`src/rtl/mem_port_arbiter.sv`:
```
`default_nettype none
// ============================================================================
// mem_port_arbiter: shares one single-port RAM between fetch and load/store,
// with byte-lane stores and aligned, extended loads.   Rev 1.0
// ============================================================================
module mem_port_arbiter #(
  parameter int AW      = 32,
  parameter int MEM_LAT = 1
) (
  input  logic          clk_i,
  input  logic          rst_n_i,
  input  logic          if_req_i,
  input  logic [AW-1:0] if_addr_i,
  output logic [31:0]   if_rdata_o,
  output logic          if_ready_o,
  input  logic          dm_req_i,
  input  logic          dm_we_i,
  input  logic [1:0]    dm_size_i,
  input  logic          dm_unsigned_i,
  input  logic [AW-1:0] dm_addr_i,
  input  logic [31:0]   dm_wdata_i,
  output logic [31:0]   dm_rdata_o,
  output logic          dm_ready_o,
  output logic          dm_misalign_o,
  output logic          ram_en_o,
  output logic [3:0]    ram_we_o,
  output logic [AW-3:0] ram_addr_o,
  output logic [31:0]   ram_wdata_o,
  input  logic [31:0]   ram_rdata_i,
  output logic          stall_o
);

  typedef enum logic [1:0] {
    IDLE  = 2'd0,
    ISSUE = 2'd1,
    WAIT  = 2'd2,
    RESP  = 2'd3
  } state_t;

  state_t      state;
  logic        gnt_dm;
  logic        acc_we;
  logic        acc_uns;
  logic        acc_mis;
  logic [1:0]  acc_size;
  logic [1:0]  acc_off;
  logic [1:0]  lat_cnt;

  logic        req_mis;
  logic [3:0]  st_we;
  logic [31:0] st_data;
  logic        unused_addr_bits;

  assign unused_addr_bits = ^if_addr_i[1:0];

  assign stall_o = (if_req_i & ~if_ready_o) | (dm_req_i & ~dm_ready_o);

  // Store lanes and misalignment are decoded straight from the held request.
  always_comb begin
    req_mis = 1'b0;
    st_we   = 4'b1111;
    st_data = dm_wdata_i;
    case (dm_size_i)
      2'b00: begin
        st_we   = 4'b0001 << dm_addr_i[1:0];
        st_data = {4{dm_wdata_i[7:0]}};
      end
      2'b01: begin
        req_mis = dm_addr_i[0];
        st_we   = 4'b0011 << {dm_addr_i[1], 1'b0};
        st_data = {2{dm_wdata_i[15:0]}};
      end
      default: req_mis = |dm_addr_i[1:0];
    endcase
  end

  function automatic logic [31:0] align_load(input logic [31:0] w, input logic [1:0] size,
                                             input logic [1:0] off, input logic uns);
    logic [7:0]  b;
    logic [15:0] h;
    logic [31:0] r;
    case (off)
      2'd0:    b = w[7:0];
      2'd1:    b = w[15:8];
      2'd2:    b = w[23:16];
      default: b = w[31:24];
    endcase
    h = off[1] ? w[31:16] : w[15:0];
    case (size)
      2'b00:   r = uns ? {24'h0, b} : {{24{b[7]}}, b};
      2'b01:   r = uns ? {16'h0, h} : {{16{h[15]}}, h};
      default: r = w;
    endcase
    return r;
  endfunction

  always_ff @(posedge clk_i or negedge rst_n_i) begin
    if (!rst_n_i) begin
      state         <= IDLE;
      gnt_dm        <= 1'b0;
      acc_we        <= 1'b0;
      acc_uns       <= 1'b0;
      acc_mis       <= 1'b0;
      acc_size      <= 2'b00;
      acc_off       <= 2'b00;
      lat_cnt       <= 2'd0;
      ram_en_o      <= 1'b0;
      ram_we_o      <= 4'b0000;
      ram_addr_o    <= '0;
      ram_wdata_o   <= 32'h0;
      if_rdata_o    <= 32'h0;
      if_ready_o    <= 1'b0;
      dm_rdata_o    <= 32'h0;
      dm_ready_o    <= 1'b0;
      dm_misalign_o <= 1'b0;
    end else begin
      case (state)
        IDLE: begin
          if (dm_req_i) begin
            gnt_dm      <= 1'b1;
            acc_we      <= dm_we_i;
            acc_uns     <= dm_unsigned_i;
            acc_mis     <= req_mis;
            acc_size    <= dm_size_i;
            acc_off     <= dm_addr_i[1:0];
            ram_en_o    <= ~req_mis;
            ram_we_o    <= (dm_we_i && !req_mis) ? st_we : 4'b0000;
            ram_addr_o  <= dm_addr_i[AW-1:2];
            ram_wdata_o <= st_data;
            state       <= ISSUE;
          end else if (if_req_i) begin
            gnt_dm      <= 1'b0;
            acc_we      <= 1'b0;
            acc_mis     <= 1'b0;
            acc_size    <= 2'b11;
            acc_off     <= 2'b00;
            ram_en_o    <= 1'b1;
            ram_we_o    <= 4'b0000;
            ram_addr_o  <= if_addr_i[AW-1:2];
            state       <= ISSUE;
          end
        end
        ISSUE: begin
          ram_en_o <= 1'b0;
          ram_we_o <= 4'b0000;
          if (gnt_dm && (acc_we || acc_mis)) begin
            dm_ready_o    <= 1'b1;
            dm_misalign_o <= acc_mis;
            dm_rdata_o    <= 32'h0;
            state         <= RESP;
          end else begin
            lat_cnt <= 2'(MEM_LAT - 1);
            state   <= WAIT;
          end
        end
        WAIT: begin
          if (lat_cnt == 2'd0) begin
            if (gnt_dm) begin
              dm_ready_o <= 1'b1;
              dm_rdata_o <= align_load(ram_rdata_i, acc_size, acc_off, acc_uns);
            end else begin
              if_ready_o <= 1'b1;
              if_rdata_o <= ram_rdata_i;
            end
            state <= RESP;
          end else begin
            lat_cnt <= lat_cnt - 2'd1;
          end
        end
        RESP: begin
          if_ready_o    <= 1'b0;
          dm_ready_o    <= 1'b0;
          dm_misalign_o <= 1'b0;
          if_rdata_o    <= 32'h0;
          dm_rdata_o    <= 32'h0;
          state         <= IDLE;
        end
        default: state <= IDLE;
      endcase
    end
  end

endmodule
`default_nettype wire

```
`config.mk`:
```
export PLATFORM = sky130hd
export DESIGN_NAME = mem_port_arbiter
export DESIGN_NICKNAME = d
export VERILOG_FILES = /design/src/rtl/mem_port_arbiter.sv
export SDC_FILE = /design/constraint.sdc
export NUM_CORES = 1
export LEC_CHECK = 0
export CORE_ASPECT_RATIO = 2
export CORE_MARGIN = 10
export CORE_UTILIZATION = 47
export DETAILED_ROUTE_END_ITERATION = 12
export PLACE_DENSITY = 0.82
export SETUP_SLACK_MARGIN = 0.02
export SLEW_MARGIN = 20
export SYNTH_ARGS = -nofsm -noshare
export SYNTH_HDL_FRONTEND = slang
export SYNTH_SLANG_ARGS = --single-unit
```
`constraint.sdc`:
```
create_clock -name clk_i -period 3.55 [get_ports clk_i]
set_input_delay 0.5325 -clock clk_i [delete_from_list [all_inputs] [get_ports clk_i]]
set_output_delay 0.5325 -clock clk_i [all_outputs]
set_load 0.01 [all_outputs]
```
==> results of run 1 <==
-- critical path: stages --
cell and delay [ps]:
clkdlybuf4s50_1 550, inv_1 60, o22ai_1 160, clkdlybuf4s50_1 600
-- cells in the final DEF (no fill, tap or decap), types with 2 or more instances in the layout --
cell / count
a21oi_1: 22
inv_6: 5
nand2_1: 138
inv_8: 3
o211ai_2: 10
nor2_1: 17
clkbuf_16: 17
a22o_1: 45
a221oi_1: 2
o211ai_1: 6
a2111oi_0: 2
clkinv_4: 2
a21o_1: 2
buf_4: 9
clkinvlp_4: 2
inv_1: 9
o31ai_1: 5
mux2i_1: 62
o21ai_0: 73
nor2b_1: 4
a32o_1: 7
o221ai_1: 2
nand3b_1: 2
nor3_1: 3
clkinv_2: 2
dfrtp_1: 146
nand2b_1: 9
clkdlybuf4s50_1: 266
mux2_2: 7
nor3b_1: 2
ha_1: 6
and2_1: 2
xnor2_1: 2
-- cell families after synthesis --
family | synth area share
xor gates and xnor gates | 0.00384
adders and majority gates | 0.0110
and+or+nand+nor | 0.113
muxes | 0.106
buffers and inverters | 0.0373
AOI/OAI and AO/OA | 0.194
DFF | 0.534
-- area by class of cell --
type                    count  area [um2]  share of cell area
flip-flops and latches    146        3650               0.358
multi-input cells         451        2960               0.289
repair buffers            278        2770               0.271
clock buffers              18         439              0.0430
well taps                 192         240              0.0235
clock inverters            14         120              0.0118
inverters                   9        33.8             0.00331
-- routing by layer --
| layer | routed length, um | track usage |
|---|---|---|
| met1 | 8210 | 0.237 |
| met2 | 12900 | 0.425 |
| met3 | 1410 | 0.0613 |
| met4 | 1020 | 0.124 |
| met5 | 0 | 0 |
-- stage by stage --
| stage | power [mW] | cells | hold slack [ps] | util | area, um2 |
|---|---|---|---|---|---|
| 5_1_grt | 8.85 | 1108 | 151 | 0.711 | 10200 |
| 3_3_place_gp | 6.59 | 1076 | 457 | 0.672 | 9650 |
| 2_1_floorplan | 4.65 | 655 | 237 | - | 6840 |
| 3_5_place_dp | 6.69 | 1076 | 462 | 0.672 | 9650 |
| 4_1_cts | 8.42 | 1108 | 139 | 0.711 | 10200 |
| 6_report | 8.33 | 1108 | 106 | 0.711 | 10200 |
-- state kept, by name, indices dropped and copies added, names as in the netlist, 2 cells and up --
| name | flops |
|---|---|
| dm_rdata_o | 32 |
| ram_addr_o | 30 |
| lat_cnt | 2 |
| ram_we_o | 4 |
| acc_off | 2 |
| acc_size | 2 |
| state | 2 |
| if_rdata_o | 32 |
| ram_wdata_o | 32 |
-- power groups by stage --
| stage | Sequential, mW | Combinational (mW) | Clock [mW] |
|---|---|---|---|
| finish | 2.81 | 3.82 | 1.70 |
| global route | 2.90 | 4.15 | 1.80 |
| CTS | 2.81 | 3.88 | 1.73 |
| detailed placement | 2.84 | 3.86 | 0 |
| global placement | 2.80 | 3.79 | 0 |
| floorplan | 3.02 | 1.63 | 0 |
-- worst paths after layout --
check	to	cells past startpoint	from
max	stall_o	4	if_req_i
min in group clk_i	ram_addr_o[25]$_DFFE_PN0P_	2	ram_addr_o[25]$_DFFE_PN0P_
min reg2reg	ram_addr_o[25]$_DFFE_PN0P_	2	ram_addr_o[25]$_DFFE_PN0P_
max reg2reg	dm_rdata_o[31]$_DFFE_PN0P_	5	state[1]$_DFFE_PN0P_
max in group asynchronous	dm_rdata_o[31]$_DFFE_PN0P_	2	rst_n_i
min	if_rdata_o[28]$_DFFE_PN0P_	1	rst_n_i
==> results.yml, run 1 <==
clock_network:
  ctsHoldBuffers: 0
  path_clk_slew_ps: 70
  cts_root_buf: "clkbuf_16"
  ctsResizeCount: 0
  clk_latency_ps: 420
  clock_path_buffers: 2
  post_cts_buffers: 0
  cts-buffers-inserted: 17
  htree_levels: 4
  numClockSinks: 146
  cts_tree: "done"
min_path:
  min_path_type: "primary input to async pin"
timing:
  fmaxAchievable_mhz: 410
  slew_violations: 0
  rsz0062_at_grt: "false"
  tightest_slew_ps: 987
  finalCriticalPeriod_ps: 2440
  setup_viol: 0
  min_period_over_period: 0.687
  slew_headroom: 0.340
  fin_setup_tns_ps: 0
  clock_skew_ps: 13.3
  hold_viol: 0
  setup_ws_ps: 1110
logic_synthesis:
  syn_nets: 797
  ys.warnings.count: 0
  synth_cells: 655
  ys_types: 48
  ys_seq_area_frac: 0.534
  synthFlopType: "dfrtp_1"
  synth_common_cells: "146 x dfrtp_1, 139 x nand2_1, 74 x o21ai_0"
  synth_top_area_share: 0.534
  synth.avg_cell_area_um2: 10.4
  post-synth-top-count-cell: "dfrtp_1"
  synth_edf_count: 0
  synth_area_mm2: 0.00684
  synth_top_area_cell: "dfrtp_1"
  synth-seq-cells: 146
  ys_top_cells_by_area: "dfrtp_1 53%, mux2i_1 9.2%, nand2_1 7.6%"
  async_flop_share: 1.00
grt:
  grt_max_degree: 75
  grt_pass1_wl_mm: 36.7
  grt-ovfl-total: 0
  grt_pass1_vias: 6483
  antenna_found_initial: 0
  gr-usage-all-layers: 0.234
routing:
  dr.pass1.iters: 6
  drc_errors: 0
  wl_mm: 23.5
  drt_iter0_markers: 194
  wl_per_cell_um: 21.2
  ant_nets: 0
  num_vias: 6030
  routed_via_density: 5.44
floorplanning:
  start_util: 0.477
  rows: 62
  die_x_um: 105
  dieArea_mm2: 0.0201
  pin_count: 271
  core_area_mm2: 0.0144
  die_h_um: 191
power_and_ir_drop:
  power_density_mw_per_mm2: 816
  combPwrFrac: 0.458
  p_leak_nw: 4.56
  p_seq_frac: 0.337
  intPower_mw: 5.18
  p_switching_mw: 3.15
  ir_drop_mv: 0.448
  netSwitchingFraction: 0.378
  clock_power_share: 0.204
flow_run:
  drv_cap: 0
critical_path:
  path_class: "primary input to output port"
  cp_max_fo: 3
  required_ps: 3020
  cp.arrival_ps: 1910
  start_kind: "primary input"
  ff2ff_setup_slack_ps: 1160
  worstSetupEndpointType: "output port"
placed_design:
  pre_cts_ws_ps: 1040
  port_buffers: 268
  gp_congestion: 0.875
  dp_hpwl_mm: 18.4
final_layout:
  nFillCells: 1079
  num_antenna_cells: 0
  area_growth_pct: 49.3
  drive_gt1_frac: 0.0808
  final_nets: 1045
run_status:
  status: "completed"
Power figures use the tool's default switching activity.
==> run 2: changes to the inputs <==
--- a/config.mk
+++ b/config.mk
@@ -7,9 +7,9 @@
 export LEC_CHECK = 0
 export CORE_ASPECT_RATIO = 2
 export CORE_MARGIN = 10
-export CORE_UTILIZATION = 47
+export CORE_UTILIZATION = 44
 export DETAILED_ROUTE_END_ITERATION = 12
-export PLACE_DENSITY = 0.82
+export PLACE_DENSITY = 0.77
 export SETUP_SLACK_MARGIN = 0.02
 export SLEW_MARGIN = 20
 export SYNTH_ARGS = -nofsm -noshare
==> constraint.sdc (replaced) <==
create_clock -name clk_i -period 2.41 [get_ports clk_i]
set_input_delay 0.3615 -clock clk_i [delete_from_list [all_inputs] [get_ports clk_i]]
set_output_delay 0.3615 -clock clk_i [all_outputs]
set_load 0.01 [all_outputs]
==> run 2 against run 1 <==
Sequential cell count unchanged. Combinational power increased by 55%. Sequential power increased by 45%. Via count decreased by 0.78%. Sequential share of layout area decreased by 0.76 points. Non-clock buffer count increased by 17. Largest cell class unchanged.
==> results.yml, run 2 (synthesis gave the netlist of run 1 again) <==
timing:
  setup_viol: 0
  tightest_slew_ps: 601
  clock_skew_ps: 6.13
  finalCriticalPeriod_ps: 2090
  fmaxAchievable_mhz: 479
  slew_violations: 0
  fin_setup_tns_ps: 0
  min_period_over_period: 0.865
  slew_headroom: 0.599
  hold_viol: 0
  rsz0062_at_grt: "false"
grt:
  gr-usage-all-layers: 0.228
  grt-ovfl-total: 0
  grt_pass1_vias: 6579
  met3_usage: 0.0604
  use_met2: 0.411
  grt_pass1_wl_mm: 37.1
  grt_max_degree: 62
  antenna_found_initial: 0
  grt-busiest-layer: "met2"
  gr-usage-met1: 0.223
placed_design:
  gp_congestion: 0.870
  dp_hpwl_mm: 18.9
  placed_area_mm2: 0.00986
  port_buffers: 268
clock_network:
  clock_path_buffers: 2
  cts-buffers-inserted: 17
  cts_tree: "done"
  ctsResizeCount: 0
  path_clk_slew_ps: 60
  ctsHoldBuffers: 1
  numClockSinks: 146
  clk_latency_ps: 420
  cts_root_buf: "clkbuf_16"
  post_cts_buffers: 0
  htree_levels: 4
power_and_ir_drop:
  ir_drop_mv: 0.584
  power_density_mw_per_mm2: 1200
  p_leak_nw: 4.66
  power_mw: 12.5
critical_path:
  path_class: "primary input to output port"
  slowest_stage: "clkdlybuf4s50_1"
  start_kind: "primary input"
  cp_common_cell: "clkdlybuf4s50_1"
  cp_max_fo: 3
  cp_top_family: "buffers and inverters"
  cpPeakStageDelay_ps: 590
  worstSetupEndpointType: "output port"
  cp.arrival_ps: 1720
  critPathBufInv: 3
  required_ps: 2050
  crit_chain: "clkdlybuf4s50_1 -> inv_1 -> o22ai_1 -> clkdlybuf4s50_1"
floorplanning:
  pin_count: 271
  rows: 64
  start_util: 0.447
  die_x_um: 108
  die_h_um: 196
  dieArea_mm2: 0.0212
  core_area_mm2: 0.0153
final_layout:
  fin_area_mm2: 0.0104
  final_nets: 1062
  final_common_cell: "clkdlybuf4s50_1"
  drive_gt1_frac: 0.0954
  fin_util: 0.682
  layout_common_cells: "266 x clkdlybuf4s50_1, 146 x dfrtp_1, 138 x nand2_1"
  reg_top3: "dm_rdata_o x32, if_rdata_o x32, ram_wdata_o x32"
  area_growth_pct: 52.5
routing:
  routed_via_density: 5.29
  drc_errors: 0
  drt_iter0_markers: 188
  wl_mm: 24.2
  dr.pass1.iters: 4
  ant_nets: 0
  num_vias: 5983
  wl_per_cell_um: 21.3
flow_run:
  drv_cap: 0
run_status:
  status: "completed"
min_path:
  min_path_type: "primary input to flop"
run 2: report_power, final:
group | internal (mW) | switching (mW)
clock network | 1.44 | 1.04
logic | 2.95 | 2.97
registers | 3.46 | 0.617
total | 7.85 | 4.63
run 2: final cells by class:
type,count,area (um2)
well taps,198,248
multi-input cells,451,2960
flip-flops and latches,146,3650
clock buffers,19,443
repair buffers,295,2970
inverters,9,33.8
clock inverters,13,114
diodes,1,2.50
fillers,1191,4860
run 2: tightest hold or removal path, cell delays in order:
cell	delay, ps
buf_2	160
mux2i_1	150
o21ai_0	80
run 2: layer usage:
| metal | up-vias | share of wire |
|---|---|---|
| met1 | 2869 | 0.34 |
| met2 | 219 | 0.54 |
| li1 | 2850 | - |
| met4 | 0 | 0.053 |
| met3 | 45 | 0.067 |
| met5 | - | 0 |
run 2: final timing paths:
path / startpoint / endpoint / slack [ps] / cells past startpoint
hold reg to reg: ram_wdata_o[0]$_DFFE_PN0P_ / ram_wdata_o[0]$_DFFE_PN0P_ / 470 / 2
max in group asynchronous: rst_n_i / ram_we_o[1]$_DFFE_PN0P_ / 1230 / 3
setup reg to reg: state[0]$_DFFE_PN0P_ / dm_rdata_o[20]$_DFFE_PN0P_ / 340 / 7
min in group asynchronous: rst_n_i / if_rdata_o[26]$_DFFE_PN0P_ / 490 / 2
setup / recovery: if_req_i / stall_o / 320 / 4
hold / removal: dm_req_i / ram_addr_o[2]$_DFFE_PN0P_ / 370 / 3
run 2: metrics by stage:
stage               cells  setup WS [ps]  hold WS, ps
finish               1132            324          371
global placement     1098            317          382
CTS                  1131            319          362
detailed placement   1098            287          385
floorplan             655            541         65.9
global route         1131            223          416
